### config.mk
export PLATFORM = sky130hd
export DESIGN_NAME = priority_arbiter_8
export DESIGN_NICKNAME = d
export VERILOG_FILES = /design/src/rtl/priority_arbiter_8.sv
export SDC_FILE = /design/constraint.sdc
export NUM_CORES = 1
export LEC_CHECK = 0
export BUFFER_PORTS_ARGS = -buffer_cell sky130_fd_sc_hd__buf_2
export CORE_AREA = 3 3 68 70
export CTS_CLUSTER_DIAMETER = 100
export DETAILED_ROUTE_END_ITERATION = 16
export DIE_AREA = 0 0 71 73
export PLACE_DENSITY = 0.74
export SLEW_MARGIN = 5
export SYNTH_ARGS = -nofsm -noshare
export SYNTH_HDL_FRONTEND = slang
export SYNTH_SLANG_ARGS = --single-unit
### constraint.sdc
create_clock -name clk -period 3.95 [get_ports clk]
set_input_delay 0 -clock clk [delete_from_list [all_inputs] [get_ports clk]]
set_output_delay 0 -clock clk [all_outputs]
set_load 0.02 [all_outputs]
### src/rtl/priority_arbiter_8.sv
// ---------------------------------------------------------------------------
// priority_arbiter_8
//
// Shares one downstream resource among 8 requesters. A winner is picked in
// IDLE, either by fixed priority (highest index wins) or by round-robin
// (search starts just below the previous owner and wraps). The owner keeps
// the grant until it releases, drops its request, or has held the grant for
// MAX_HOLD cycles. A one-cycle GAP always follows each grant, so there are
// at least two cycles with validOut=0 between consecutive owners.
//
// Ports
//   clk        : system clock, rising-edge active
//   resetN     : asynchronous active-low reset
//   reqIn      : level-sensitive request lines, bit i = requester i
//   rrEnable   : 1 = round-robin, 0 = fixed priority (looked at in IDLE only)
//   releaseIn  : owner is done (looked at in GRANT only)
//   grantOut   : one-hot grant, zero when nobody owns the resource
//   codeOut    : index of the current owner; keeps the last owner when idle
//   validOut   : 1 while a grant is active (equals |grantOut)
//   timeoutOut : one-cycle pulse when an ownership is cut off by MAX_HOLD
//
// All outputs come straight from flops; nothing on the inputs reaches an
// output without passing through a clock edge.
// ---------------------------------------------------------------------------
module priority_arbiter_8 #(
  parameter int unsigned MAX_HOLD = 15  // legal range 1..255
) (
  input  logic       clk,
  input  logic       resetN,
  input  logic [7:0] reqIn,
  input  logic       rrEnable,
  input  logic       releaseIn,
  output logic [7:0] grantOut,
  output logic [2:0] codeOut,
  output logic       validOut,
  output logic       timeoutOut
);

  localparam logic [7:0] MaxHold = 8'(MAX_HOLD);

  typedef enum logic [1:0] {
    S_IDLE  = 2'd0,
    S_GRANT = 2'd1,
    S_GAP   = 2'd2
  } state_e;

  state_e     state_q, state_d;
  logic [7:0] grant_q, grant_d;
  logic [2:0] code_q, code_d;      // doubles as the round-robin pointer
  logic       valid_q, valid_d;
  logic       timeout_q, timeout_d;
  logic [7:0] hold_q, hold_d;      // grant cycles used by the current owner

  // Winner selection
  logic [2:0] fixed_win;
  logic [2:0] rr_win;
  logic [2:0] rr_idx;
  logic       rr_found;
  logic [2:0] win;

  // Grant-phase conditions
  logic       owner_req;
  logic       hold_at_max;
  logic       grant_exit;

  // -------------------------------------------------------------------------
  // Winner selection. Fixed mode scans upward so the last hit is the highest
  // set index. Round-robin walks code_q-1, code_q-2, ... and wraps; the 8th
  // step (k=8 truncates to 0) lands back on code_q itself, so the previous
  // owner is considered last.
  // -------------------------------------------------------------------------
  always_comb begin
    // NOTE: every variable gets a default before any conditional write, so
    // no path leaves it unassigned and no latch is inferred.
    fixed_win = '0;
    rr_win    = '0;
    rr_idx    = '0;
    rr_found  = 1'b0;
    for (int i = 0; i < 8; i++) begin
      if (reqIn[i]) fixed_win = 3'(i);
    end
    for (int k = 1; k <= 8; k++) begin
      rr_idx = code_q - 3'(k);
      if (!rr_found && reqIn[rr_idx]) begin
        rr_win   = rr_idx;
        rr_found = 1'b1;
      end
    end
  end

  assign win = rrEnable ? rr_win : fixed_win;

  assign owner_req   = reqIn[code_q];
  assign hold_at_max = (hold_q == MaxHold);
  assign grant_exit  = releaseIn || !owner_req || hold_at_max;

  // -------------------------------------------------------------------------
  // State register
  // -------------------------------------------------------------------------
  always_ff @(posedge clk or negedge resetN) begin
    if (!resetN) begin
      state_q <= S_IDLE;
    end else begin
      // NOTE: clocked state uses non-blocking assignments so every flop
      // samples the pre-edge values regardless of statement order.
      state_q <= state_d;
    end
  end

  // -------------------------------------------------------------------------
  // Next-state logic
  // -------------------------------------------------------------------------
  always_comb begin
    state_d = state_q;
    unique case (state_q)
      S_IDLE:  if (|reqIn) state_d = S_GRANT;
      S_GRANT: if (grant_exit) state_d = S_GAP;
      S_GAP:   state_d = S_IDLE;
      default: state_d = S_IDLE;
    endcase
  end

  // -------------------------------------------------------------------------
  // Output / datapath next values. timeoutOut defaults to 0 so it can only
  // ever be a single-cycle pulse.
  // -------------------------------------------------------------------------
  always_comb begin
    grant_d   = grant_q;
    code_d    = code_q;
    valid_d   = valid_q;
    timeout_d = 1'b0;
    hold_d    = hold_q;
    unique case (state_q)
      S_IDLE: begin
        if (|reqIn) begin
          grant_d = 8'b1 << win;
          code_d  = win;
          valid_d = 1'b1;
          hold_d  = 8'd1;
        end
      end
      S_GRANT: begin
        if (grant_exit) begin
          grant_d   = '0;
          valid_d   = 1'b0;
          // A release or request drop on the last allowed cycle counts as
          // a normal release, not a timeout.
          timeout_d = hold_at_max && !releaseIn && owner_req;
        end else begin
          hold_d = hold_q + 8'd1;
        end
      end
      S_GAP: begin
        grant_d = '0;
        valid_d = 1'b0;
      end
      default: begin
        grant_d = '0;
        valid_d = 1'b0;
      end
    endcase
  end

  // -------------------------------------------------------------------------
  // Output registers
  // -------------------------------------------------------------------------
  always_ff @(posedge clk or negedge resetN) begin
    if (!resetN) begin
      grant_q   <= '0;
      code_q    <= '0;
      valid_q   <= 1'b0;
      timeout_q <= 1'b0;
      hold_q    <= '0;
    end else begin
      grant_q   <= grant_d;
      code_q    <= code_d;
      valid_q   <= valid_d;
      timeout_q <= timeout_d;
      hold_q    <= hold_d;
    end
  end

  assign grantOut   = grant_q;
  assign codeOut    = code_q;
  assign validOut   = valid_q;
  assign timeoutOut = timeout_q;

endmodule

Yosys cells after proc, flatten, opt, wreduce, memory -nomap -nowiden. Index checks and enable logic that the tools add are counted.

Multiplexer cells: 53. Order comparisons: 8. Reduce and logical (&&, ||, !) cells: 26. $add $sub $neg: 8. Equal/unequal tests: 5. Shift-type cells: 1.

Operators with widths (number): 2-to-1 mux 3 bit (13); < comparator 3 x 4 -> 1 bit, second input constant (8); 2-to-1 mux 8 bit (4); one-hot mux 8 bit (2 select lines) (2); binary-select mux 1 bit (select 3 bit) (8); 2-to-1 mux 1 bit (20); subtractor 3 bit, second input constant (4); logical AND 1 bit (9); logical NOT 1 bit (9); adder 8 x 1 -> 8 bit, second input constant (1); equality test 8 x 4 -> 1 bit, second input constant (1); 2-to-1 mux 2 bit (4); OR reduction 8 bit (1); left shift 1 x 3 -> 8 bit, first input constant (1); != test 2 bit, second input constant (3); subtractor 3 x 2 -> 3 bit, second input constant (2); one-hot mux 2 bit (2 select lines) (1); AND reduction 2 bit (2); AND reduction 3 bit (1); subtractor 3 x 1 -> 3 bit, second input constant (1); equality test 2 x 1 -> 1 bit, second input constant (1); logical NOT 2 bit (1); logical OR 1 bit (2); one-hot mux 1 bit (2 select lines) (1); nonzero test 2 bit (1).

Logic and storage cells: 107. Register bits: 23. Output and inout port bits: 13. Bits of input ports: 12.

Longest topological paths before layout. Gate-level depths: netlist of run 1.

Word-level depth: 29. Mapped depth: 13. Gate-level depth less buffers: 9.

Least setup slack after synthesis of run 1. OpenSTA, ideal clock, no wires.

Path type: reg2reg. Start: register code_q[0], in the netlist codeOut[0]. End: register grant_q[2], in the netlist grantOut[2]. Arrival time: 3470 ps. Cell stages (with the launch flop): 12. Slack: 384 ps. Path buffers: 2. Period minus slack after synthesis: 3566 ps. Setup time: 95 ps. Data required time: 3855 ps. Cells stage by stage: dfrtp_1 -> buf_6 -> inv_1 -> ha_1 -> buf_6 -> mux2_1 -> mux4_2 -> nor4b_4 -> o21ai_2 -> o221a_1 -> a211o_2 -> o31ai_1.

Word-level cells in the longest chain between the ends: 29. Elaborated cells between the ends (all ways): 61. Classes of those cells: add/sub (7); eq/ne (1); shift (1); mux (34); reduce/logical (18).

Ends and longest elaborated chain: start, declared (RTL line 49) `logic [2:0] code_q, code_d;`; start signal, assigned (RTL line 176) `code_q <= code_d;`; subtractor 3 x 1 -> 3 bit (RTL line 83) `rr_idx = code_q - 3'(k);`; binary-select mux 1 bit (select 3 bit) (RTL line 84) `if (!rr_found && reqIn[rr_idx]) begin`; 2-to-1 mux 1 bit (implied by the code) (RTL line 84); 2-to-1 mux 1 bit (RTL line 84); logical NOT 1 bit (RTL line 84); logical AND 1 bit (RTL line 84); 2-to-1 mux 1 bit (RTL line 84); logical NOT 1 bit (RTL line 84); [... 13 more ...]; 2-to-1 mux 1 bit (RTL line 84); logical NOT 1 bit (RTL line 84); logical AND 1 bit (RTL line 84); 2-to-1 mux 3 bit (RTL line 84); 2-to-1 mux 3 bit (RTL line 91) `assign win = rrEnable ? rr_win : fixed_win;`; left shift 1 x 3 -> 8 bit (RTL line 136) `grant_d = 8'b1 << win;`; 2-to-1 mux 8 bit (RTL line 135) `if (|reqIn) begin`; one-hot mux 8 bit (2 select lines) (RTL line 133) `unique case (state_q)`; end signal, assigned (RTL line 175) `grant_q <= grant_d;`; end, declared (RTL line 48) `logic [7:0] grant_q, grant_d;`.

Several ways; a longest one is shown, not always the timed one. The select of a mux whose other input is x is not followed. A chain may end at the register's enable or synchronous reset.

Worst setup path in the final report of run 1.
Start: register code_q[1], in the netlist codeOut[1]. End: register grant_q[4], in the netlist grantOut[4].

Same word-level chain as after synthesis.

==> flow_summary.json, run 1 <==
{
  "fin_cells": 293,
  "fmax_mhz": 282,
  "crit_path_max_fanout": 10,
  "power.total_mw": 2.15,
  "power.density_nw_per_um2": 933,
  "register_area_um2": 551,
  "placed_cells": 287,
  "area_growth_pct": 8.70,
  "post_cts_buffers": 0,
  "setup_violations": 0,
  "dieArea_um2": 5180,
  "synth-edff-count": 0,
  "hold_slack_ps": 233,
  "seq_area_frac_synth": 0.260,
  "switching_share": 0.512,
  "gp_congestion": 0.971,
  "critPathLaunchType": "flop",
  "critPathKind": "reg2reg",
  "syn-num-nets": 238,
  "maxSlewViolCount": 0,
  "numCtsBuffers": 3,
  "ios": 25,
  "p_seq_frac": 0.166,
  "rrSetupSlack_ps": 410,
  "nets": 259,
  "combPwrFrac": 0.759,
  "vias": 1912,
  "fill_cells": 357,
  "ys_async_sr_fraction": 1.00,
  "die_w_um": 71,
  "avgSynthCellArea_um2": 9.48,
  "yosys_warnings": 0,
  "antennaDiodeCount": 0,
  "chipHeight_um": 73,
  "antenna_found_initial": 0,
  "grt_max_degree": 23,
  "clock_latency_ps": 260,
  "root_buffer": "clkbuf_8",
  "first_global_vias": 1788,
  "tritoncts": "yes",
  "rows": 23,
  "worst_pin_slew_ps": 769,
  "synth_ff_type": "dfrtp_1",
  "fin_worst_skew_ps": 3.76,
  "drt_iter0_markers": 77,
  "final.min_clock_period_ps": 3540,
  "slew_headroom": 0.488,
  "drive_gt1_frac": 0.218,
  "intPower_mw": 1.05,
  "start_util": 0.525,
  "required_ps": 4110,
  "ir_worst_vdd_mv": 0.467,
  "leakagePower_nw": 0.979,
  "ant_nets": 0,
  "design.core.area_um2": 4030,
  "setup_tns_ps": 0,
  "cap_violations": 0,
  "crit_path_end_kind": "flop",
  "dpl.hpwl_um": 3790,
  "cts_max_path_buffers": 2,
  "arrival_ps": 3710,
  "htree_levels": 1,
  "utilization": 0.570,
  "synth_area_um2": 2110,
  "grt-ovfl-total": 0,
  "power_switching_mw": 1.10,
  "clock_sinks": 22,
  "syn_inst": 223,
  "rsz0062_at_grt": "false",
  "port_buffers": 24,
  "clk_pin_slew_ps": 80,
  "track_usage": 0.204,
  "synth.ff_latch_count": 22,
  "synth_cell_types": 54,
  "fin_crit_sh": 0.897,
  "clkPwrFrac": 0.075,
  "multi_input_area_um2": 1430,
  "hold_violations": 0,
  "dr.pass1.iters": 4,
  "grt_pass1_wl_um": 8550,
  "hp-class": "in2async",
  "status": "finished clean",
  "viasPerCell": 6.53,
  "wl_per_cell_um": 17.4,
  "drt_wl_total_um": 5100,
  "drc_errors": 0
}
## area by class of cell
class	count	share of cell area
Multi-Input combinational cell	180	0.622
Sequential cell	22	0.240
Timing Repair Buffer	31	0.0773
Tap cell	50	0.0272
Clock buffer	4	0.0240
Inverter	6	0.00980
## critical path, cell delays in order, from the launching register on
cell,delay [ps]
dfrtp_1,350
inv_1,80
ha_1,480
buf_4,230
mux4_2,410
mux2_4,350
nor4b_4,470
nand2_2,120
nor4b_1,560
a211oi_2,120
o31ai_1,280
## placed cells by master (no fill, tap or decap), types with 4 or more instances in the layout
cell type / n
mux2i_1: 11
inv_1: 6
clkbuf_8: 4
buf_4: 5
buf_2: 24
xor2_1: 5
a21oi_1: 6
mux2_2: 4
nor2_1: 20
nand3_1: 10
nand2_1: 22
nand4_1: 7
mux4_2: 8
o31ai_1: 9
mux4_1: 5
o21ai_0: 10
dfrtp_1: 22
nor3_1: 5
nand2b_1: 4
or3_1: 4
## per-layer routing
layer | global-route usage | vias up | routed length [um]
met5 | 0 | - | 0
met2 | 0.350 | 78 | 2430
li1 | - | 904 | -
met3 | 0.0496 | 10 | 356
met1 | 0.265 | 920 | 2230
met4 | 0.0397 | 0 | 77
## power groups by stage
stage                     Combinational (mW)  Sequential, mW  Clock [mW]
final                                   1.63           0.356       0.162
after global routing                    1.77           0.367       0.172
after CTS                               1.60           0.356       0.165
after detailed placement                1.60           0.362           0
after global placement                  1.58           0.359           0
after floorplan                         1.27           0.388           0
## worst paths after layout
kind,from,to,cells past startpoint
setup / recovery,codeOut[1]$_DFFE_PN0P_,grantOut[4]$_DFFE_PN0P_,10
hold / removal,resetN,hold_q[7]$_DFFE_PN0P_,2
setup reg to reg,codeOut[1]$_DFFE_PN0P_,grantOut[4]$_DFFE_PN0P_,10
hold reg to reg,grantOut[2]$_DFFE_PN0P_,grantOut[2]$_DFFE_PN0P_,2
max in group asynchronous,resetN,grantOut[5]$_DFFE_PN0P_,2
min in group clk,rrEnable,grantOut[2]$_DFFE_PN0P_,5
## stage by stage
step	setup slack, ps	cell area (um2)
floorplan	384	2110
global placement	608	2220
detailed placement	552	2220
CTS	503	2300
global route	174	2300
finish	408	2300
## kinds of logic (layout without fill, tap and decap cells)
kind of cell	Yosys count	count (layout)	synth area share
flops	22	22	0.260
fa+ha+maj	3	3	0.0178
mux	32	32	0.244
xor+xnor	8	8	0.0331
buf+inv	21	41	0.0633
simple gates	87	87	0.216
compound gates	50	50	0.166
## Yosys cell counts (5+ instances only)
cell | count | area, um2
nand3_1 | 10 | 50.1
inv_1 | 6 | 22.5
nand2_1 | 22 | 82.6
nor3_1 | 5 | 25.0
buf_6 | 5 | 56.3
a21oi_1 | 6 | 30.0
nor2_1 | 20 | 75.1
mux4_1 | 5 | 131
mux4_2 | 8 | 180
mux2i_1 | 11 | 110
xor2_1 | 5 | 43.8
nand4_1 | 7 | 43.8
o31ai_1 | 9 | 67.6
o21ai_0 | 10 | 50.1
dfrtp_1 | 22 | 551
## state kept, by name, indices dropped and copies added, names as in the netlist
name        count
hold_q          8
codeOut         3
grantOut        8
state_q         2
timeoutOut      1
## repair_timing
item | CTS | global route
setup endpoints to repair | 0 | 0
gates resized for setup | 0 | 0
hold buffers | 2 | 0
endpoints found under the hold margin | 23 | 0
Power figures use the tool's default switching activity.
==> run 2: changes to the inputs <==
--- a/config.mk
+++ b/config.mk
@@ -6,11 +6,13 @@
 export NUM_CORES = 1
 export LEC_CHECK = 0
 export BUFFER_PORTS_ARGS = -buffer_cell sky130_fd_sc_hd__buf_2
-export CORE_AREA = 3 3 68 70
+export CORE_AREA = 2 2 67 69
 export CTS_CLUSTER_DIAMETER = 100
+export CTS_CLUSTER_SIZE = 20
 export DETAILED_ROUTE_END_ITERATION = 16
-export DIE_AREA = 0 0 71 73
+export DIE_AREA = 0 0 69 71
 export PLACE_DENSITY = 0.74
+export SKIP_CTS_REPAIR_TIMING = 1
 export SLEW_MARGIN = 5
 export SYNTH_ARGS = -nofsm -noshare
 export SYNTH_HDL_FRONTEND = slang
==> flow_summary.json, run 2 (synthesis results as in run 1) <==
{
  "grt_max_degree": 23,
  "leakagePower_nw": 0.979,
  "critPathLaunchType": "flop",
  "rsz0062_at_grt": "false",
  "viasPerCell": 6.40,
  "clkPwrFrac": 0.075,
  "grt_pass1_wl_um": 8810,
  "dieArea_um2": 4900,
  "clock_sinks": 22,
  "mostFrequentLayoutCells": "buf_2, nand2_1, dfrtp_1, nor2_1, mux2i_1",
  "switching_share": 0.509,
  "drive_gt1_frac": 0.218,
  "design.core.area_um2": 4200,
  "setup_tns_ps": 0,
  "rows": 24,
  "crit_path_max_fanout": 10,
  "antennaDiodeCount": 0,
  "final.min_clock_period_ps": 3430,
  "r2r-end": "grantOut[3]$_DFFE_PN0P_",
  "die_w_um": 69,
  "first_global_vias": 1811,
  "vias": 1888,
  "numCtsBuffers": 3,
  "combPwrFrac": 0.758,
  "hold_slack_ps": 228,
  "arrival_ps": 3600,
  "fmax_mhz": 292,
  "critPathKind": "reg2reg",
  "clk_pin_slew_ps": 80,
  "ir_worst_vdd_mv": 0.506,
  "slew_headroom": 0.471,
  "gp_congestion": 0.909,
  "dr.pass1.iters": 4,
  "chipHeight_um": 71,
  "dr_wl_met3_um": 242,
  "wl_per_cell_um": 17.1,
  "antenna_found_initial": 0,
  "start_util": 0.503,
  "wl_met1_um": 2220,
  "ios": 25,
  "intPower_mw": 1.05,
  "fin_crit_sh": 0.868,
  "top_layer": "met4",
  "drc_errors": 0,
  "rrSetupSlack_ps": 520,
  "dpl.hpwl_um": 3710,
  "hp-class": "in2async",
  "worst_pin_slew_ps": 794,
  "ant_nets": 0,
  "track_usage": 0.218,
  "cp-endpoint": "grantOut[3]$_DFFE_PN0P_",
  "htree_levels": 1,
  "crit_path_end_kind": "flop",
  "wl_met2_um": 2550,
  "cts_max_path_buffers": 2,
  "maxSlewViolCount": 0,
  "cap_violations": 0,
  "fill_cells": 387,
  "fin_worst_skew_ps": 3.51,
  "grt-ovfl-total": 0,
  "drt_wl_total_um": 5040,
  "mostFrequentLayoutCell": "buf_2",
  "root_buffer": "clkbuf_8",
  "tritoncts": "yes",
  "port_buffers": 24,
  "drt_iter0_markers": 79,
  "hold_violations": 0,
  "timing.rr.start": "codeOut[1]$_DFFE_PN0P_",
  "area_growth_pct": 8.82,
  "p_seq_frac": 0.167,
  "power.density_nw_per_um2": 926,
  "nets": 259,
  "startpoint": "codeOut[1]$_DFFE_PN0P_",
  "power_switching_mw": 1.09,
  "status": "finished clean",
  "required_ps": 4120,
  "clock_latency_ps": 260,
  "setup_violations": 0,
  "ff2ff_path_depth": 10
}
## run 2: cell counts in the layout (fill, tap and decap cells not counted)
Identical to the previous run, type by type.
## run 2: worst min path at each step
stage               slack (ps)                      to  cells past startpoint
global placement           -20   hold_q[7]$_DFFE_PN0P_                      1
detailed placement          -6   hold_q[6]$_DFFE_PN0P_                      1
floorplan                 -300  codeOut[0]$_DFFE_PN0P_                      0
finish                     230   hold_q[6]$_DFFE_PN0P_                      2
CTS                       -290   hold_q[4]$_DFFE_PN0P_                      1
global route               270   hold_q[5]$_DFFE_PN0P_                      2
## run 2: power by group through the flow
stage	sequential, mW	combinational (mW)	clock (mW)
floorplan	0.388	1.27	0
global placement	0.360	1.57	0
detailed placement	0.363	1.59	0
CTS	0.358	1.60	0.165
global route	0.370	1.77	0.174
finish	0.356	1.61	0.160
## run 2: stage by stage
| stage | setup WS, ps | std cells | total power [mW] | util | instance area, um2 |
|---|---|---|---|---|---|
| 2_1_floorplan | 384 | 223 | 1.66 | - | 2110 |
| 3_3_place_gp | 614 | 289 | 1.93 | 0.529 | 2230 |
| 3_5_place_dp | 547 | 289 | 1.95 | 0.529 | 2230 |
| 4_1_cts | 522 | 293 | 2.12 | 0.543 | 2280 |
| 5_1_grt | 262 | 295 | 2.31 | 0.547 | 2300 |
| 6_report | 519 | 295 | 2.13 | 0.547 | 2300 |
## run 2: layout make-up
type                       count  area [um2]  share of cell area
inverter                       6        22.5             0.00979
tap                           52        65.1              0.0283
sequential                    22         551               0.239
multi-input combinational    180        1430               0.622
clock buffer                   4        55.1              0.0239
timing repair buffer          31         178              0.0772
## run 2: metal layers
layer	up-vias	GRT usage
met2	60	0.388
met4	0	0.0479
met5	-	0
met3	4	0.0271
li1	898	-
met1	926	0.285
## run 2: worst max-delay path, cell delays in order (launching register included)
cell     delay (ps)
dfrtp_1         350
inv_1            80
ha_1            480
buf_4           230
mux4_2          390
mux2_4          340
nor4b_4         440
o21ai_2         130
o221a_1         290
a211o_2         350
o31ai_1         250
